`src/rtl/linebuffer_window9_if.sv`:
```
// Pixel stream in, 9x9 window out, for linebuffer_window9.
// LB_POS_EN adds win_row/win_col to the window side.
interface linebuffer_window9_if;
  logic       pix_valid;
  logic [6:0] pix_in;
  logic       sof;
  logic [6:0] xarray [81];
  logic       win_valid;
  logic       frame_done;
`ifdef LB_POS_EN
  logic [7:0] win_row;
  logic [7:0] win_col;
`endif

  modport master (
    output pix_valid,
    output pix_in,
    output sof,
    input  xarray,
    input  win_valid,
`ifdef LB_POS_EN
    input  win_row,
    input  win_col,
`endif
    input  frame_done
  );

  modport slave (
    input  pix_valid,
    input  pix_in,
    input  sof,
    output xarray,
    output win_valid,
`ifdef LB_POS_EN
    output win_row,
    output win_col,
`endif
    output frame_done
  );
endinterface

```
`src/rtl/linebuffer_window9.sv`:
```
// 8-line buffer plus 9x9 sliding window over a raster pixel stream.
// Define LB_POS_EN to add win_row/win_col coordinates of the newest pixel.
module linebuffer_window9 #(
  parameter int IMG_W = 28,
  parameter int IMG_H = 28
) (
  input  logic clk,
  input  logic reset,
  linebuffer_window9_if.slave bus
);
  localparam int CW = $clog2(IMG_W);
  localparam int RW = $clog2(IMG_H);

  typedef enum logic {
    FILL,
    STREAM
  } state_e;

  state_e        state_q, state_d;
  logic [CW-1:0] col_q, col_d;
  logic [RW-1:0] row_q, row_d;
  logic [CW-1:0] ec;
  logic [RW-1:0] er;
  logic          acc;
  logic          eol;
  logic          eof;
  logic          win_valid_q, win_valid_d;
  logic          frame_done_q, frame_done_d;

  logic [6:0] mem_q [8][IMG_W];
  logic [6:0] colv [9];
  logic [6:0] win_q [81];

`ifdef LB_POS_EN
  logic [7:0] win_row_q;
  logic [7:0] win_col_q;
`endif

  // sof forces the accepted pixel to (0,0)
  always_comb begin
    acc = bus.pix_valid;
    ec  = bus.sof ? '0 : col_q;
    er  = bus.sof ? '0 : row_q;
    eol = (ec == CW'(IMG_W - 1));
    eof = eol && (er == RW'(IMG_H - 1));
  end

  always_comb begin
    state_d      = state_q;
    col_d        = col_q;
    row_d        = row_q;
    win_valid_d  = 1'b0;
    frame_done_d = 1'b0;
    if (acc) begin
      col_d = eol ? '0 : ec + 1'b1;
      if (eof) begin
        row_d = '0;
      end else if (eol) begin
        row_d = er + 1'b1;
      end else begin
        row_d = er;
      end
      win_valid_d = (state_q == STREAM) &&
                    !bus.sof &&
                    (ec >= CW'(8));
      frame_done_d = eof;
      unique case (state_q)
        FILL: begin
          if (eol && er == RW'(7)) begin
            state_d = STREAM;
          end
        end
        STREAM: begin
          if (eof || bus.sof) begin
            state_d = FILL;
          end
        end
        default: state_d = FILL;
      endcase
    end
  end

  always_ff @(posedge clk) begin
    if (reset) begin
      state_q      <= FILL;
      col_q        <= '0;
      row_q        <= '0;
      win_valid_q  <= 1'b0;
      frame_done_q <= 1'b0;
    end else begin
      state_q      <= state_d;
      col_q        <= col_d;
      row_q        <= row_d;
      win_valid_q  <= win_valid_d;
      frame_done_q <= frame_done_d;
    end
  end

  always_comb begin
    for (int l = 0; l < 8; l++) begin
      colv[l] = mem_q[l][ec];
    end
    colv[8] = bus.pix_in;
  end

  // line memories have no reset; stale lines are hidden by the counters
  always_ff @(posedge clk) begin
    if (!reset && acc) begin
      for (int l = 0; l < 7; l++) begin
        mem_q[l][ec] <= mem_q[l+1][ec];
      end
      mem_q[7][ec] <= bus.pix_in;
    end
  end

  always_ff @(posedge clk) begin
    if (reset) begin
      for (int k = 0; k < 81; k++) begin
        win_q[k] <= '0;
      end
    end else if (acc) begin
      for (int k = 0; k < 81; k++) begin
        if ((k % 9) == 8) begin
          win_q[k] <= colv[k/9];
        end else begin
          win_q[k] <= win_q[k+1];
        end
      end
    end
  end

`ifdef LB_POS_EN
  always_ff @(posedge clk) begin
    if (reset) begin
      win_row_q <= '0;
      win_col_q <= '0;
    end else if (win_valid_d) begin
      win_row_q <= 8'(er);
      win_col_q <= 8'(ec);
    end
  end

  assign bus.win_row = win_row_q;
  assign bus.win_col = win_col_q;
`endif

  assign bus.xarray     = win_q;
  assign bus.win_valid  = win_valid_q;
  assign bus.frame_done = frame_done_q;
endmodule
```
`src/flat_wrapper.sv`:
```
// flat-port wrapper written by rule: the top's interface ports become plain ports
module linebuffer_window9_flat 
#(
  parameter int IMG_W = 28,
  parameter int IMG_H = 28
)
  (clk, reset, bus_pix_valid, bus_pix_in, bus_sof, bus_xarray, bus_win_valid, bus_frame_done);
  linebuffer_window9_if bus_i ();
  input  logic clk;
  input  logic reset;
  input wire logic [$bits(bus_i.pix_valid)-1:0] bus_pix_valid;
  input wire logic [$bits(bus_i.pix_in)-1:0] bus_pix_in;
  input wire logic [$bits(bus_i.sof)-1:0] bus_sof;
  output wire logic [$bits(bus_i.xarray)-1:0] bus_xarray;
  output wire logic [$bits(bus_i.win_valid)-1:0] bus_win_valid;
  output wire logic [$bits(bus_i.frame_done)-1:0] bus_frame_done;
  assign bus_i.pix_valid = bus_pix_valid;
  assign bus_i.pix_in = bus_pix_in;
  assign bus_i.sof = bus_sof;
  assign bus_xarray = {>>{bus_i.xarray}};
  assign bus_win_valid = bus_i.win_valid;
  assign bus_frame_done = bus_i.frame_done;
  linebuffer_window9 #(.IMG_W(IMG_W), .IMG_H(IMG_H)) u_core (.clk(clk), .reset(reset), .bus(bus_i));
endmodule
```
`config.mk`:
```
export PLATFORM = sky130hd
export DESIGN_NAME = linebuffer_window9_flat
export DESIGN_NICKNAME = d
export VERILOG_FILES = /design/src/rtl/linebuffer_window9_if.sv /design/src/rtl/linebuffer_window9.sv /design/src/flat_wrapper.sv
export SDC_FILE = /design/constraint.sdc
export NUM_CORES = 2
export LEC_CHECK = 0
export BUFFER_PORTS_ARGS = -buffer_cell sky130_fd_sc_hd__buf_2
export CELL_PAD_IN_SITES_DETAIL_PLACEMENT = 1
export CELL_PAD_IN_SITES_GLOBAL_PLACEMENT = 2
export CORE_UTILIZATION = 49
export CTS_BUF_LIST = sky130_fd_sc_hd__clkbuf_2 sky130_fd_sc_hd__clkbuf_4 sky130_fd_sc_hd__clkbuf_8
export DETAILED_ROUTE_END_ITERATION = 12
export PLACE_DENSITY = 0.95
export SLEW_MARGIN = 20
export SYNTH_ARGS = -nofsm -noshare
export SYNTH_HDL_FRONTEND = slang
export SYNTH_SLANG_ARGS = --single-unit
```
`constraint.sdc`:
```
create_clock -name clk -period 8.6 [get_ports clk]
set_input_delay 0.43 -clock clk [delete_from_list [all_inputs] [get_ports clk]]
set_output_delay 0.43 -clock clk [all_outputs]
set_load 0.05 [all_outputs]
```
==> impl_metrics.py <==
metrics = {
    "cells_and_area": {
        "area_delta_synth_final_pct": 14.4,
        "drive_above_1_share_pct": 24.7,
        "n_fill_cell": 15622,
        "nets": 5912,
        "final_common_cell": "edfxtp_1",
        "mostFrequentLayoutCells": "edfxtp_1, mux2i_1, nor2_1, dfxtp_1, buf_2",
    },
    "yosys": {
        "post_synth_inst_count": 5256,
        "async_reset_ff_share_pct": 0,
        "yosysTopAreaCellShare_pct": 57.4,
        "synth.distinct_cells": 63,
        "synth_flop_cell": "edfxtp_1",
        "syn_area_sq_um": 82100,
        "synth_area_leaders": "edfxtp_1, dfxtp_1, mux2i_1",
        "synth_top_area_cell": "edfxtp_1",
        "ys_warn_count": 0,
        "synth_seq_cells": 2148,
        "syn_nets": 5269,
        "synth-edff-count": 1568,
        "syn_area_per_cell_sq_um": 15.6,
        "yosysSeqAreaShare_pct": 71.5,
    },
    "setup_path": {
        "worstPathArrival_ns": 5.96,
        "worstSetupStartpointType": "flop",
        "reg2reg_from": "u_core.col_q[0]",
        "endpoint_kind": "flop",
        "critPathRequiredTime_ns": 9.18,
        "critPathMaxFanout": 144,
        "crit_start": "u_core.col_q[0]",
        "crit_type": "flop to flop",
    },
    "clock_network": {
        "cts.clk_slew.worst_paths_ns": 0.08,
        "cts.sinks": 2148,
        "htree_levels": 5,
        "cts_buffers": 347,
        "clock_path_buffers": 4,
        "cts_setup_buffers": 0,
        "cts_hold_buf": 9,
        "cts_tree": "done",
        "cts_resized": 0,
        "cts_root_buffer": "clkbuf_8",
        "clock_latency_ns": 1.14,
    },
    "route": {
        "drt-initial-drc-count": 7549,
        "drtPass1Iterations": 5,
        "vias_per_cell": 6.51,
        "wl_met2_microns": 132000,
        "finalWirelength_microns": 274000,
        "drc": 0,
        "route.vias.total": 54362,
        "drtAntennaViolNets": 0,
        "wl_met3_microns": 30600,
        "drt-met1-wl_microns": 93700,
        "routed.top_layer": "met5",
        "wire_per_inst_microns": 32.8,
    },
    "global_routing": {
        "grt_pass1_vias": 56380,
        "gr-total-overflow": 0,
        "grt_usage_pct": 31.6,
        "antenna_found_initial": 7,
        "grt_pass1_wl_microns": 391000,
        "grt_start_max_net_pins": 229,
    },
    "floorplanning": {
        "core_area_sq_um": 166000,
        "io_pins": 580,
        "die_height_microns": 411,
        "fp.dieArea_sq_um": 169000,
        "start_util_pct": 49.6,
        "row_count": 149,
        "dieWidth_microns": 411,
    },
    "timing": {
        "slew_violations": 0,
        "hold_ws_ns": 0.185,
        "fmax_mhz": 186,
        "worst_pin_slew_ns": 1.32,
        "finalSetupViolCount": 0,
        "hold_viol_final": 0,
        "min_period_ns": 5.39,
        "maxSlewHeadroom_pct": 11.9,
        "fin_skew_ns": 0.0894,
        "rsz0062_at_grt": "no",
        "setup_tns_ns": 0,
        "period_share_pct": 62.6,
    },
    "place": {
        "io_buffers": 579,
        "place.gp.congestion": 0.796,
        "dp.final_hpwl_microns": 143000,
    },
    "power": {
        "ir_drop_uv": 136,
        "p_leak_nw": 34.3,
        "seqPwrFrac_pct": 52.2,
        "sw_frac_of_total_pct": 24.3,
        "p_per_area_nw_per_um2": 233,
        "pwr-share-clk_pct": 41.6,
        "cellInternalPower_mw": 16.6,
        "pwr-share-comb_pct": 6.2,
        "power_switching_mw": 5.31,
    },
    "worst_hold_path": {
        "min_from": "bus_sof",
        "hold_class": "input port to flop",
    },
    "flow_run": {
        "maxCapViolations": 0,
    },
    "run_status": {
        "status": "finished clean",
    },
}
==> final cells by class <==
| class | count | area, sq um | share of cell area (%) |
|---|---|---|---|
| clock buffer | 533 | 6450 | 6.87 |
| tap | 2189 | 2740 | 2.92 |
| sequential | 2148 | 58700 | 62.5 |
| multi-input combinational | 2709 | 21600 | 23.0 |
| timing repair buffer | 686 | 3910 | 4.17 |
| antenna | 3 | 7.51 | 0.00800 |
| clock inverter | 77 | 480 | 0.512 |
| inverter | 7 | 37.5 | 0.0400 |
==> synthesized netlist by cell type, types with 6 or more instances <==
library cell and number:
buf_6 31, dfxtp_1 580, o221ai_1 55, nand3_1 15, a211oi_1 111, nor3_1 13
mux2_2 68, a22oi_1 60, buf_2 135, a221oi_1 200, nor4_2 38, a311oi_1 56
nand2b_1 8, nand2_1 95, nor2_1 618, nor2b_1 62, o21ai_0 110, mux2i_1 750
o211ai_1 54, buf_4 39, edfxtp_1 1568, o21bai_1 6, and3b_1 47, mux4_2 99
o22ai_1 51, a21oi_1 124, buf_1 20, a32oi_1 11, a2111oi_2 12, clkbuf_1 162
==> critical path: stages, from the launching register on <==
cell	delay (ns)
dfxtp_4	0.92
buf_12	0.61
buf_12	0.65
mux2_2	0.41
a221oi_1	0.26
a21oi_1	0.13
nor4_2	0.60
nand2_1	0.74
==> flip-flops by register name, summed over array words and instances, names as in the netlist <==
register               flops
u_core.row_q               5
u_core.bus.win_valid       1
u_core.mem_q            1568
u_core.bus.frame_done      1
u_core.state_q             1
u_core.col_q               5
u_core.bus.xarray        567
==> per-stage QoR <==
step / area [sq um] / total power [mW] / utilization, % / setup WS [ns] / std cells
2_1_floorplan: 82100 / 12.5 / - / 2.63 / 5256
3_3_place_gp: 86700 / 12.8 / 52.4 / 3.69 / 7725
3_5_place_dp: 86800 / 12.9 / 52.4 / 3.53 / 7727
4_1_cts: 93800 / 21.9 / 56.7 / 3.30 / 8346
5_1_grt: 93900 / 22.3 / 56.7 / 3.10 / 8351
6_report: 93900 / 21.9 / 56.7 / 3.21 / 8352
==> power by group through the flow <==
stage / clock [mW] / sequential, mW / combinational, mW
after detailed placement: 0 / 11.6 / 1.29
after global placement: 0 / 11.6 / 1.22
after global routing: 9.54 / 11.4 / 1.39
after floorplan: 0 / 11.7 / 0.742
final: 9.11 / 11.4 / 1.36
after CTS: 9.17 / 11.4 / 1.32
==> per-layer routing <==
metal	vias up	GRT usage, %
li1	21788	-
met4	4	18.9
met1	27200	37.1
met2	4262	52.1
met5	-	0
met3	1108	8.15
==> path summary, 6_finish.rpt <==
| kind | end | slack (ns) | cells after the start |
|---|---|---|---|
| max | u_core.mem_q[0][221] | 3.21 | 7 |
| min | u_core.col_q[4] | 0.19 | 4 |
| max reg2reg | u_core.mem_q[0][221] | 3.21 | 7 |
| min reg2reg | u_core.row_q[1] | 0.47 | 2 |
==> cells by family (layout without fill, tap and decap cells) <==
group / count (synthesis) / in the layout / share of synthesized area, %
mux: 919 / 919 / 12.8
other cells: 0 / 3 / 0
flops: 2148 / 2148 / 71.5
buf+inv: 399 / 1303 / 2.56
fa+ha+maj: 2 / 2 / 0.0305
simple gates: 919 / 919 / 5.31
compound gates: 869 / 869 / 7.77
No activity file was read; power rests on OpenSTA's default activity.
